[src/rtl/fetch_pkg.sv]
// Shared types and constants for the instruction fetch controller.
package fetch_pkg;

  localparam int ADDR_W_DEF  = 5;
  localparam int INSTR_W_DEF = 16;

  localparam logic [3:0] OP_JMP = 4'hA;
  localparam logic [3:0] OP_HLT = 4'hF;

  typedef enum logic [2:0] {
    S_IDLE   = 3'd0,
    S_FETCH  = 3'd1,
    S_DECODE = 3'd2,
    S_ISSUE  = 3'd3,
    S_HALT   = 3'd4
  } state_t;

endpackage

[src/rtl/fetch_controller_if.sv]
// Instruction-memory read bus plus the downstream IR offer handshake.
interface fetch_controller_if #(
  parameter int ADDR_W  = 5,
  parameter int INSTR_W = 16
);
  logic               mem_req;
  logic [ADDR_W-1:0]  mem_addr;
  logic               mem_ready;
  logic [INSTR_W-1:0] mem_rdata;
  logic [INSTR_W-1:0] ir;
  logic               ir_valid;
  logic               ir_ready;

  modport master (
    output mem_req, mem_addr, ir, ir_valid,
    input  mem_ready, mem_rdata, ir_ready
  );

  modport slave (
    input  mem_req, mem_addr, ir, ir_valid,
    output mem_ready, mem_rdata, ir_ready
  );
endinterface

[src/rtl/fetch_controller_instr_decode.sv]
// Combinational opcode classifier: flags JMP/HLT and yields the word-aligned jump target.
module instr_decode
  import fetch_pkg::*;
#(
  parameter int ADDR_W  = ADDR_W_DEF,
  parameter int INSTR_W = INSTR_W_DEF
) (
  input  logic [INSTR_W-1:0] instr_i,
  output logic               is_jmp_o,
  output logic               is_hlt_o,
  output logic [ADDR_W-1:0]  target_o
);

  logic [3:0]        opcode;
  logic [ADDR_W-1:0] operand;
  logic              unused_bits;

  assign opcode   = instr_i[INSTR_W-1 -: 4];
  assign operand  = instr_i[ADDR_W-1:0];
  assign is_jmp_o = (opcode == OP_JMP);
  assign is_hlt_o = (opcode == OP_HLT);
  assign target_o = {operand[ADDR_W-1:2], 2'b00};

  assign unused_bits = ^{instr_i[INSTR_W-5:ADDR_W], operand[1:0]};

endmodule

[src/rtl/fetch_controller.sv]
// Fetch/decode/issue sequencer driving an external program counter and instruction memory.
module fetch_controller
  import fetch_pkg::*;
#(
  parameter int ADDR_W  = ADDR_W_DEF,
  parameter int INSTR_W = INSTR_W_DEF
) (
  input  logic              clk,
  input  logic              rst,
  input  logic              en,
  input  logic [ADDR_W-1:0] pc_add,
  output logic              pc_inc,
  output logic              jmp,
  output logic [ADDR_W-1:0] jmp_add,
  output logic              halted,
  fetch_controller_if.master bus
);

  state_t             state_q;
  logic [INSTR_W-1:0] ir_q;
  logic [ADDR_W-1:0]  jmp_add_q;
  logic               is_jmp;
  logic               is_hlt;
  logic [ADDR_W-1:0]  target;

  instr_decode #(
    .ADDR_W  (ADDR_W),
    .INSTR_W (INSTR_W)
  ) u_decode (
    .instr_i  (ir_q),
    .is_jmp_o (is_jmp),
    .is_hlt_o (is_hlt),
    .target_o (target)
  );

  always_ff @(posedge clk or negedge rst) begin
    if (!rst) begin
      state_q   <= S_IDLE;
      ir_q      <= '0;
      jmp_add_q <= '0;
    end else begin
      case (state_q)
        S_IDLE:   if (en) state_q <= S_FETCH;
        S_FETCH: begin
          if (bus.mem_ready) begin
            ir_q    <= bus.mem_rdata;
            state_q <= S_DECODE;
          end
        end
        S_DECODE: begin
          if (is_hlt) begin
            state_q <= S_HALT;
          end else if (is_jmp) begin
            jmp_add_q <= target;
            state_q   <= en ? S_FETCH : S_IDLE;
          end else begin
            state_q <= S_ISSUE;
          end
        end
        S_ISSUE:  if (bus.ir_ready) state_q <= en ? S_FETCH : S_IDLE;
        S_HALT:   state_q <= S_HALT;
        default:  state_q <= S_IDLE;
      endcase
    end
  end

  // The PC pulses are decoded from state so the PC moves on the same edge that
  // leaves DECODE/ISSUE; mem_addr follows pc_add live so the next FETCH has no bubble.
  assign bus.mem_req  = (state_q == S_FETCH);
  assign bus.mem_addr = bus.mem_req ? pc_add : '0;
  assign bus.ir       = ir_q;
  assign bus.ir_valid = (state_q == S_ISSUE);
  assign pc_inc       = bus.ir_valid && bus.ir_ready;
  assign jmp          = (state_q == S_DECODE) && is_jmp;
  assign jmp_add      = jmp ? target : jmp_add_q;
  assign halted       = (state_q == S_HALT);

endmodule

[src/flat_wrapper.sv]
// flat-port wrapper written by rule: the top's interface ports become plain ports
module fetch_controller_flat import fetch_pkg::*;
#(
  parameter int ADDR_W  = ADDR_W_DEF,
  parameter int INSTR_W = INSTR_W_DEF
)
  (clk, rst, en, pc_add, pc_inc, jmp, jmp_add, halted, bus_mem_req, bus_mem_addr, bus_ir, bus_ir_valid, bus_mem_ready, bus_mem_rdata, bus_ir_ready);
  fetch_controller_if #(.ADDR_W(ADDR_W), .INSTR_W(INSTR_W)) bus_i ();
  input  logic clk;
  input  logic rst;
  input  logic en;
  input  logic [ADDR_W-1:0] pc_add;
  output logic pc_inc;
  output logic jmp;
  output logic [ADDR_W-1:0] jmp_add;
  output logic halted;
  output wire logic [$bits(bus_i.mem_req)-1:0] bus_mem_req;
  output wire logic [$bits(bus_i.mem_addr)-1:0] bus_mem_addr;
  output wire logic [$bits(bus_i.ir)-1:0] bus_ir;
  output wire logic [$bits(bus_i.ir_valid)-1:0] bus_ir_valid;
  input wire logic [$bits(bus_i.mem_ready)-1:0] bus_mem_ready;
  input wire logic [$bits(bus_i.mem_rdata)-1:0] bus_mem_rdata;
  input wire logic [$bits(bus_i.ir_ready)-1:0] bus_ir_ready;
  assign bus_mem_req = bus_i.mem_req;
  assign bus_mem_addr = bus_i.mem_addr;
  assign bus_ir = bus_i.ir;
  assign bus_ir_valid = bus_i.ir_valid;
  assign bus_i.mem_ready = bus_mem_ready;
  assign bus_i.mem_rdata = bus_mem_rdata;
  assign bus_i.ir_ready = bus_ir_ready;
  fetch_controller #(.ADDR_W(ADDR_W), .INSTR_W(INSTR_W)) u_core (.clk(clk), .rst(rst), .en(en), .pc_add(pc_add), .pc_inc(pc_inc), .jmp(jmp), .jmp_add(jmp_add), .halted(halted), .bus(bus_i));
endmodule
[config.mk]
export PLATFORM = sky130hd
export DESIGN_NAME = fetch_controller_flat
export DESIGN_NICKNAME = d
export VERILOG_FILES = /design/src/rtl/fetch_pkg.sv /design/src/rtl/fetch_controller_if.sv /design/src/rtl/fetch_controller_instr_decode.sv /design/src/rtl/fetch_controller.sv /design/src/flat_wrapper.sv
export SDC_FILE = /design/constraint.sdc
export NUM_CORES = 1
export LEC_CHECK = 0
export ABC_CLOCK_PERIOD_IN_PS = 4700
export CAP_MARGIN = 0
export CORE_ASPECT_RATIO = 1.25
export CORE_MARGIN = 2
export CORE_UTILIZATION = 42
export CTS_CLUSTER_SIZE = 16
export DETAILED_ROUTE_END_ITERATION = 10
export PLACE_DENSITY_LB_ADDON = 0.05
export SYNTH_ARGS = -nofsm -noshare
export SYNTH_HDL_FRONTEND = slang
export SYNTH_SLANG_ARGS = --single-unit
[constraint.sdc]
create_clock -name clk -period 4.7 [get_ports clk]
set_input_delay 0.705 -clock clk [delete_from_list [all_inputs] [get_ports clk]]
set_output_delay 0.705 -clock clk [all_outputs]
set_load 0.02 [all_outputs]
==> Word level (Yosys, flattened, before mapping) <==
Index checks and enable logic that the tools add are counted.
{ "totals": {"reg_bits": 22, "out_inout_bits": 31, "word_cells": 28, "inputBits": 26} }
{ "op_classes": {"bitwise_logic": 1, "n_eq_ne": 9, "reduce_logical": 6, "n_mux": 9} }
{ "op_table": {"columns": ["operator", "n"], "rows": [
  ["$mux W3", 5],
  ["$pmux W3 S5", 1],
  ["$mux W5", 2],
  ["$eq A4 B4 Y1 const B", 2],
  ["$eq A3 B2 Y1 const B", 2],
  ["$ne A2 B2 Y1 const B", 3],
  ["$reduce_and A3 Y1", 2],
  ["$eq A3 B1 Y1 const B", 1],
  ["$eq A3 B3 Y1 const B", 1],
  ["$logic_not A3 Y1", 1],
  ["$logic_and A1 B1 Y1", 2],
  ["$reduce_and A2 Y1", 1],
  ["$mux W1", 1],
  ["$not A1 Y1", 1]
]} }

==> Longest topological paths before layout <==
Gate-level depths: netlist (run 1).
{ "depth": {"depth_word": 4, "depth_mapped": 5, "mapped_depth_nobuf": 3} }

==> Hierarchy <==
A second synthesis (run 1) with hierarchy kept.
{ "unflattened": {"cells_unflattened": 93, "area_unflattened_um2": 1206.2} }
{ "modules_own_cells": {"columns": ["mod", "seq_area_each_um2", "area_each_um2", "cells_per_inst", "instances"], "rows": [
  ["fetch_controller", 600.6, 1142.3, 85, 1],
  ["instr_decode", 0.0, 63.8, 8, 1]
]} }

==> Worst setup path before layout (run 1) <==
No wires, ideal clock.
{ "synth_path": {"path_kind": "flip-flop to output port", "start": "register u_core.state_q[0]", "end": "output port jmp_add[2]", "stages_incl_launch_ff": 6, "n_path_buf": 2, "setup_slack_ns": 2.351, "t_arrival_ns": 1.644, "required_ns": 3.995, "path_cell_list": "dfrtp_1 -> buf_6 -> nand3b_4 -> or4b_1 -> buf_6 -> mux2_4"} }
{ "synth_via": {"elab_chain_len": 3} }
{ "synth_rtl": {"columns": ["element", "line", "text"], "rows": [
  ["start: declaration", "fetch_controller.sv:19", "state_t state_q;"],
  ["start signal: assignment", "fetch_controller.sv:55", "state_q <= en ? S_FETCH : S_IDLE;"],
  ["start signal: assignment", "fetch_controller.sv:60", "S_ISSUE: if (bus.ir_ready) state_q <= en ? S_FETCH : S_IDLE;"],
  ["$eq A3 B2 Y1", "fetch_controller.sv:74", "assign jmp = (state_q == S_DECODE) && is_jmp;"],
  ["$logic_and A1 B1 Y1", "fetch_controller.sv:74", null],
  ["$mux W5", "fetch_controller.sv:75", "assign jmp_add = jmp ? target : jmp_add_q;"],
  ["end: declaration", "flat_wrapper.sv:15", "output logic [ADDR_W-1:0] jmp_add;"]
]} }
No other way between the ends.

==> Worst setup path in the final report (run 1) <==
{ "layout_path": {"start": "register u_core.state_q[0]", "end": "output port jmp_add[4]"} }
Same word-level chain as after synthesis.

==> results of run 1 <==
worst max-delay path, stage by stage (launching register included):
cell and delay [ns]:
dfrtp_1 0.49, nand3b_4 0.21, or4b_1 0.71, mux2_4 0.36
clkdlybuf4s50_1 0.54
state kept, by name, indices dropped and copies added (netlist names):
| register | flops |
|---|---|
| u_core.jmp_add_q | 3 |
| u_core.state_q | 3 |
| u_core.bus.ir | 16 |
worst max path at each step:
| stage | cells after the start | from | end |
|---|---|---|---|
| after global routing | 4 | u_core.state_q[0]$_DFFE_PN0P_ | jmp_add[4] |
| after detailed placement | 4 | u_core.state_q[0]$_DFFE_PN0P_ | jmp_add[4] |
| final | 4 | u_core.state_q[0]$_DFFE_PN0P_ | jmp_add[4] |
| after CTS | 4 | u_core.state_q[0]$_DFFE_PN0P_ | jmp_add[4] |
| after floorplan | 5 | u_core.state_q[0]$_DFFE_PN0P_ | jmp_add[2] |
| after global placement | 4 | u_core.state_q[0]$_DFFE_PN0P_ | jmp_add[3] |
power breakdown:
part	total, W	internal [W]	switching, W	leakage (nW)
Sequential	0.000366	0.000280	0.0000853	0.265
Combinational	0.000603	0.000333	0.000270	0.441
Clock	0.0000828	0.0000299	0.0000529	0.0138
cell usage after synthesis, types with 2 or more instances:
master	number	area share, %
nand3_1	2	0.92
nand2_1	2	0.69
buf_6	2	2.1
a21oi_1	3	1.4
nor2b_1	2	1.1
inv_1	2	0.69
mux2_4	6	8.2
mux2_1	9	9.3
dfrtp_1	22	50
buf_4	3	2.1
and2_1	7	4.0
mux2_2	7	7.2
nor2_1	3	1.0
layer usage:
metal / GRT usage, % / wire length [µm] / up-vias
met5: 0 / 0 / -
met4: 9.524 / 42 / 0
met3: 5.825 / 180 / 4
met2: 29.33 / 1314 / 34
met1: 16.40 / 851 / 426
li1: - / - / 391
area by class of cell:
type	count	area share, %
Sequential cell	22	33.36
Timing Repair Buffer	54	32.75
Multi-Input combinational cell	55	29.57
Tap cell	33	2.502
Clock buffer	3	1.365
Inverter	2	0.4549
per-stage QoR:
stage / hold slack, ns / power [W] / cell area (µm²) / std cells / setup WS, ns
3_5_place_dp: 0.4784 / 0.0009767 / 1628 / 166 / 1.720
4_1_cts: 0.5052 / 0.001066 / 1650 / 169 / 1.370
5_1_grt: 0.5182 / 0.001113 / 1650 / 169 / 1.308
6_report: 0.4991 / 0.001051 / 1650 / 169 / 1.392
2_1_floorplan: 0.4094 / 0.0007047 / 1096 / 85 / 2.351
3_3_place_gp: 0.4665 / 0.0009629 / 1628 / 166 / 1.753
logic make-up after synthesis:
family	share of synthesized area [%]
other	0.3433
XOR/XNOR	0.8020
buffers and inverters	5.269
AO/OA/AOI/OAI	2.864
flip-flops	50.40
AND/OR/NAND/NOR	15.58
multiplexers	24.74
==> results.toml, run 1 <==
[hold_path]
timing.hold.worst_endpoint = "u_core.bus.ir[8]$_DFFE_PN0P_"
hold_path.startpoint = "u_core.bus.ir[8]$_DFFE_PN0P_"
timing.hold.worst.class = "register to register"
min_path_cells = 1

[sta]
finalWorstPathRequiredPeriod_ns = 3.308
max-slew-margin-rel_pct = 33.86
final-max-slew-violation-count = 0
slew_at_the_pin_with_the_worst_max_slew_slack_ns = 0.9890
setup_viol = 0
fmax_ghz = 0.3023
rsz0062_at_grt = "false"
tns_ns = 0
period_utilization_pct = 70.39
clock_skew_ns = 0.003507
timing_hold_violations_final = 0

[place]
portBuffers = 54
detailedPlacementHpwl_um = 1797
globalplace.congestion = 0.9145

[run_status]
status = "finished, final reports clean"

[layout]
diode_insertion_count_for_antenna_repair = 0
n_fill_cell = 214
postLayoutCoreUtil_pct = 67.30
mostFrequentLayoutCell = "clkdlybuf4s50_1"
seqCellArea_um2 = 550.5
final_layout_size_suffix_gt1_share_pct = 13.97
layout_common_cells = "54 x clkdlybuf4s50_1, 22 x dfrtp_1, 9 x mux2_1"
syn_to_final_growth_pct = 51.09
combined_area_of_the_multi_input_logic_cells_um2 = 488.0
design.final.nets = 164

[logic_synthesis]
ys_ff_latch = 22
dominantRegCellSynth = "dfrtp_1"
synth_cell_type_count = 27
synth_warnings = 0
synth-async-reset-ratio_pct = 100.0
synth_cells = 84
synth-edff-count = 0
post_synth_instance_area_um2 = 1092
synth.yosys.seq_area_share_pct = 50.40
post_synthesis_area_per_instance_um2 = 13.00

[critical_path]
r2r_cells = 3
cp_max_fo = 11
critical_path_arrival_ns = 2.60
r2r_start = "u_core.state_q[0]$_DFFE_PN0P_"
reg_to_reg_slack_setup_ns = 2.65
setup.worst_path.end_class = "output port"
r2r-end = "u_core.bus.ir[14]$_DFFE_PN0P_"
timing.setup.critical_path_class = "register to output port"
critical_path_required_ns = 3.99
cp_startpoint_kind = "register"

[grt]
grt-ovfl-total = 0
first_global_vias = 834
wire_length_of_the_first_global_routing_pass_um = 3643
grt_max_degree = 23
overall_routing_resource_usage_pct = 16.25
antenna_found_initial = 0

[route]
route.detailed.drc = 0
wl_per_cell_um = 14.14
drt-initial-drc-count = 5
viasPerCell = 5.059
drtAntennaViolNets = 0
first_pass_iters = 4
via_count = 855
routed_wl_um = 2389

[clocking]
h-tree-depth = 1
cts_root_buf = "clkbuf_4"
quantity_of_gates_resized_following_cts = 0
worst_skew_pair.late_latency_ns = 0.30
tritoncts.num_buffers = 3
cts_setup_buffers = 0
post_cts_hold_buffer_count = 0
worst_setup_hold_path_clk_slew_ns = 0.11
clk_path_buf_depth = 2
tritoncts = "done"
clock_sink_count = 22

[floorplanning]
die_x_um = 49.62
fp.dieArea_um2 = 3027
initial_utilization_pct = 44.54
die-height_um = 61.02
row_count = 20
ioPinCount = 57
core-area_um2 = 2452

[power_and_ir_drop]
power_density_nw_per_um2 = 637.0
leakage_nw = 0.7201
power.ir.vdd_worst_uv = 367.2

[run]
max-cap-violations = 0
No activity file was read; power rests on OpenSTA's default activity.
==> run 2, diff against run 1 <==
--- a/config.mk
+++ b/config.mk
@@ -5,11 +5,11 @@
 export SDC_FILE = /design/constraint.sdc
 export NUM_CORES = 1
 export LEC_CHECK = 0
-export ABC_CLOCK_PERIOD_IN_PS = 4700
+export ABC_CLOCK_PERIOD_IN_PS = 3200
 export CAP_MARGIN = 0
 export CORE_ASPECT_RATIO = 1.25
 export CORE_MARGIN = 2
-export CORE_UTILIZATION = 42
+export CORE_UTILIZATION = 39
 export CTS_CLUSTER_SIZE = 16
 export DETAILED_ROUTE_END_ITERATION = 10
 export PLACE_DENSITY_LB_ADDON = 0.05
==> constraint.sdc (replaced) <==
create_clock -name clk -period 3.2 [get_ports clk]
set_input_delay 0.48 -clock clk [delete_from_list [all_inputs] [get_ports clk]]
set_output_delay 0.48 -clock clk [all_outputs]
set_load 0.02 [all_outputs]
==> run 2 against run 1 <==
Effect of this change: sequential share of layout area decreased by 0.10 points; clock power grew 40%; worst hold slack is essentially flat; power is 46% higher; critical path depth unchanged; die area up 7.1%; sequential power grew 48%; combinational power up 45%; largest cell class unchanged.
==> results.toml, run 2 (same netlist as run 1, synthesis figures left out) <==
[floorplanning]
die_x_um = 51.34
row_count = 21
core-area_um2 = 2680
ioPinCount = 57
fp.dieArea_um2 = 3243
die-height_um = 63.17
initial_utilization_pct = 40.76

[clocking]
h-tree-depth = 1
clk_path_buf_depth = 2
worst_setup_hold_path_clk_slew_ns = 0.10
quantity_of_gates_resized_following_cts = 0
clock_sink_count = 22
tritoncts = "done"
tritoncts.num_buffers = 3
worst_skew_pair.late_latency_ns = 0.29
post_cts_hold_buffer_count = 0
cts_root_buf = "clkbuf_4"
cts_setup_buffers = 0

[grt]
grt-ovfl-total = 0
antenna_found_initial = 0
grt_max_degree = 23
overall_routing_resource_usage_pct = 15.22
first_global_vias = 798
wire_length_of_the_first_global_routing_pass_um = 3719

[critical_path]
setup.worst_path.end_class = "output port"
cp_startpoint_kind = "register"
critical_path_arrival_ns = 2.46
r2r_start = "u_core.state_q[0]$_DFFE_PN0P_"
critical_path.cell_chain = "nand3b_4, or4b_4, mux2_4, clkdlybuf4s50_1"
crit_slowest_cell = "or4b_4"
path_delay_family = "simple AND/OR/NAND/NOR gates"
path_depth = 4
timing.setup.critical_path_class = "register to output port"
critical_path_required_ns = 2.72
reg_to_reg_slack_setup_ns = 1.13
r2r_cells = 3
crit_end = "jmp_add[4]"
critical_path.max_stage_delay_ns = 0.61
r2r-end = "u_core.bus.ir[13]$_DFFE_PN0P_"
buf_inv_on_cp = 1
cp_max_fo = 11
critical_path_start = "u_core.state_q[0]$_DFFE_PN0P_"

[route]
routed_wl_um = 2172
first_pass_iters = 4
via_count = 822
viasPerCell = 4.835
route.detailed.drc = 0
wl_per_cell_um = 12.78
drt-initial-drc-count = 15
drtAntennaViolNets = 0

[layout]
postLayoutCoreUtil_pct = 61.76
post-route-cell-area_um2 = 1655
syn_to_final_growth_pct = 51.55
layout_common_cells = "54 x clkdlybuf4s50_1, 22 x dfrtp_1, 9 x mux2_1"
n_fill_cell = 233
mostFrequentLayoutCell = "clkdlybuf4s50_1"
diode_insertion_count_for_antenna_repair = 0
largest_reg_flops = 16
design.final.nets = 164
final_layout_size_suffix_gt1_share_pct = 14.71

[run_status]
status = "finished, final reports clean"

[sta]
slew_at_the_pin_with_the_worst_max_slew_slack_ns = 0.9494
timing.final.ws_setup_ns = 0.2636
finalWorstPathRequiredPeriod_ns = 2.936
max-slew-margin-rel_pct = 36.51
final-max-slew-violation-count = 0
timing_hold_violations_final = 0
clock_skew_ns = 0.002906
rsz0062_at_grt = "false"
fmax_ghz = 0.3406
period_utilization_pct = 91.76
tns_ns = 0
setup_viol = 0

[power_and_ir_drop]
power.ir.vdd_worst_uv = 517.9
leakage_nw = 0.7218
power_density_nw_per_um2 = 925.6

[place]
post_place_cell_area_um2 = 1629
globalplace.congestion = 0.7684
dp_slack_ns = 0.4376
portBuffers = 54
detailedPlacementHpwl_um = 1708

[hold_path]
timing.hold.worst.class = "register to register"

[run]
max-cap-violations = 0
[run 2: cell counts in the layout (fill, tap and decap cells not counted)]
No cell type changed its count.
[run 2: area by class of cell]
cell class	count	area, µm²	area share, %
Inverter	2	7.507	0.4535
Tap cell	34	42.54	2.570
Clock buffer	3	22.52	1.361
Multi-Input combinational cell	55	491.7	29.71
Sequential cell	22	550.5	33.26
Timing Repair Buffer	54	540.5	32.65
[run 2: worst min-delay path by stage]
stage	from	endpoint	slack (ns)	depth (start not counted)
after detailed placement	u_core.bus.ir[0]$_DFFE_PN0P_	u_core.bus.ir[0]$_DFFE_PN0P_	0.48	1
after global placement	u_core.bus.ir[11]$_DFFE_PN0P_	u_core.bus.ir[11]$_DFFE_PN0P_	0.47	1
after floorplan	rst	u_core.bus.ir[0]$_DFFE_PN0P_	0.18	0
after global routing	u_core.bus.ir[0]$_DFFE_PN0P_	u_core.bus.ir[0]$_DFFE_PN0P_	0.52	1
final	u_core.bus.ir[6]$_DFFE_PN0P_	u_core.bus.ir[6]$_DFFE_PN0P_	0.50	1
after CTS	u_core.bus.ir[6]$_DFFE_PN0P_	u_core.bus.ir[6]$_DFFE_PN0P_	0.50	1
[run 2: routing by layer]
metal,vias up,global-route usage (%),share of wire [%]
li1,388,-,-
met1,399,20.71,42
met5,-,0,0
met2,33,23.21,51
met4,0,6.908,0.97
met3,2,3.081,6.0
[run 2: report_power, final]
| group | total, W | switching [W] | leakage [nW] | internal (W) |
|---|---|---|---|---|
| clock network | 0.000116 | 0.0000722 | 0.0138 | 0.0000438 |
| registers | 0.000541 | 0.000129 | 0.265 | 0.000412 |
| logic | 0.000875 | 0.000385 | 0.443 | 0.000490 |
| total | 0.00153 | 0.000587 | 0.722 | 0.000946 |
[run 2: metrics by stage]
step / power [W] / cells / hold slack, ns
after CTS: 0.001556 / 170 / 0.5046
after global placement: 0.001414 / 167 / 0.4661
after detailed placement: 0.001433 / 167 / 0.4787
final: 0.001532 / 170 / 0.4994
after global routing: 0.001635 / 170 / 0.5221
after floorplan: 0.001035 / 85 / 0.1844
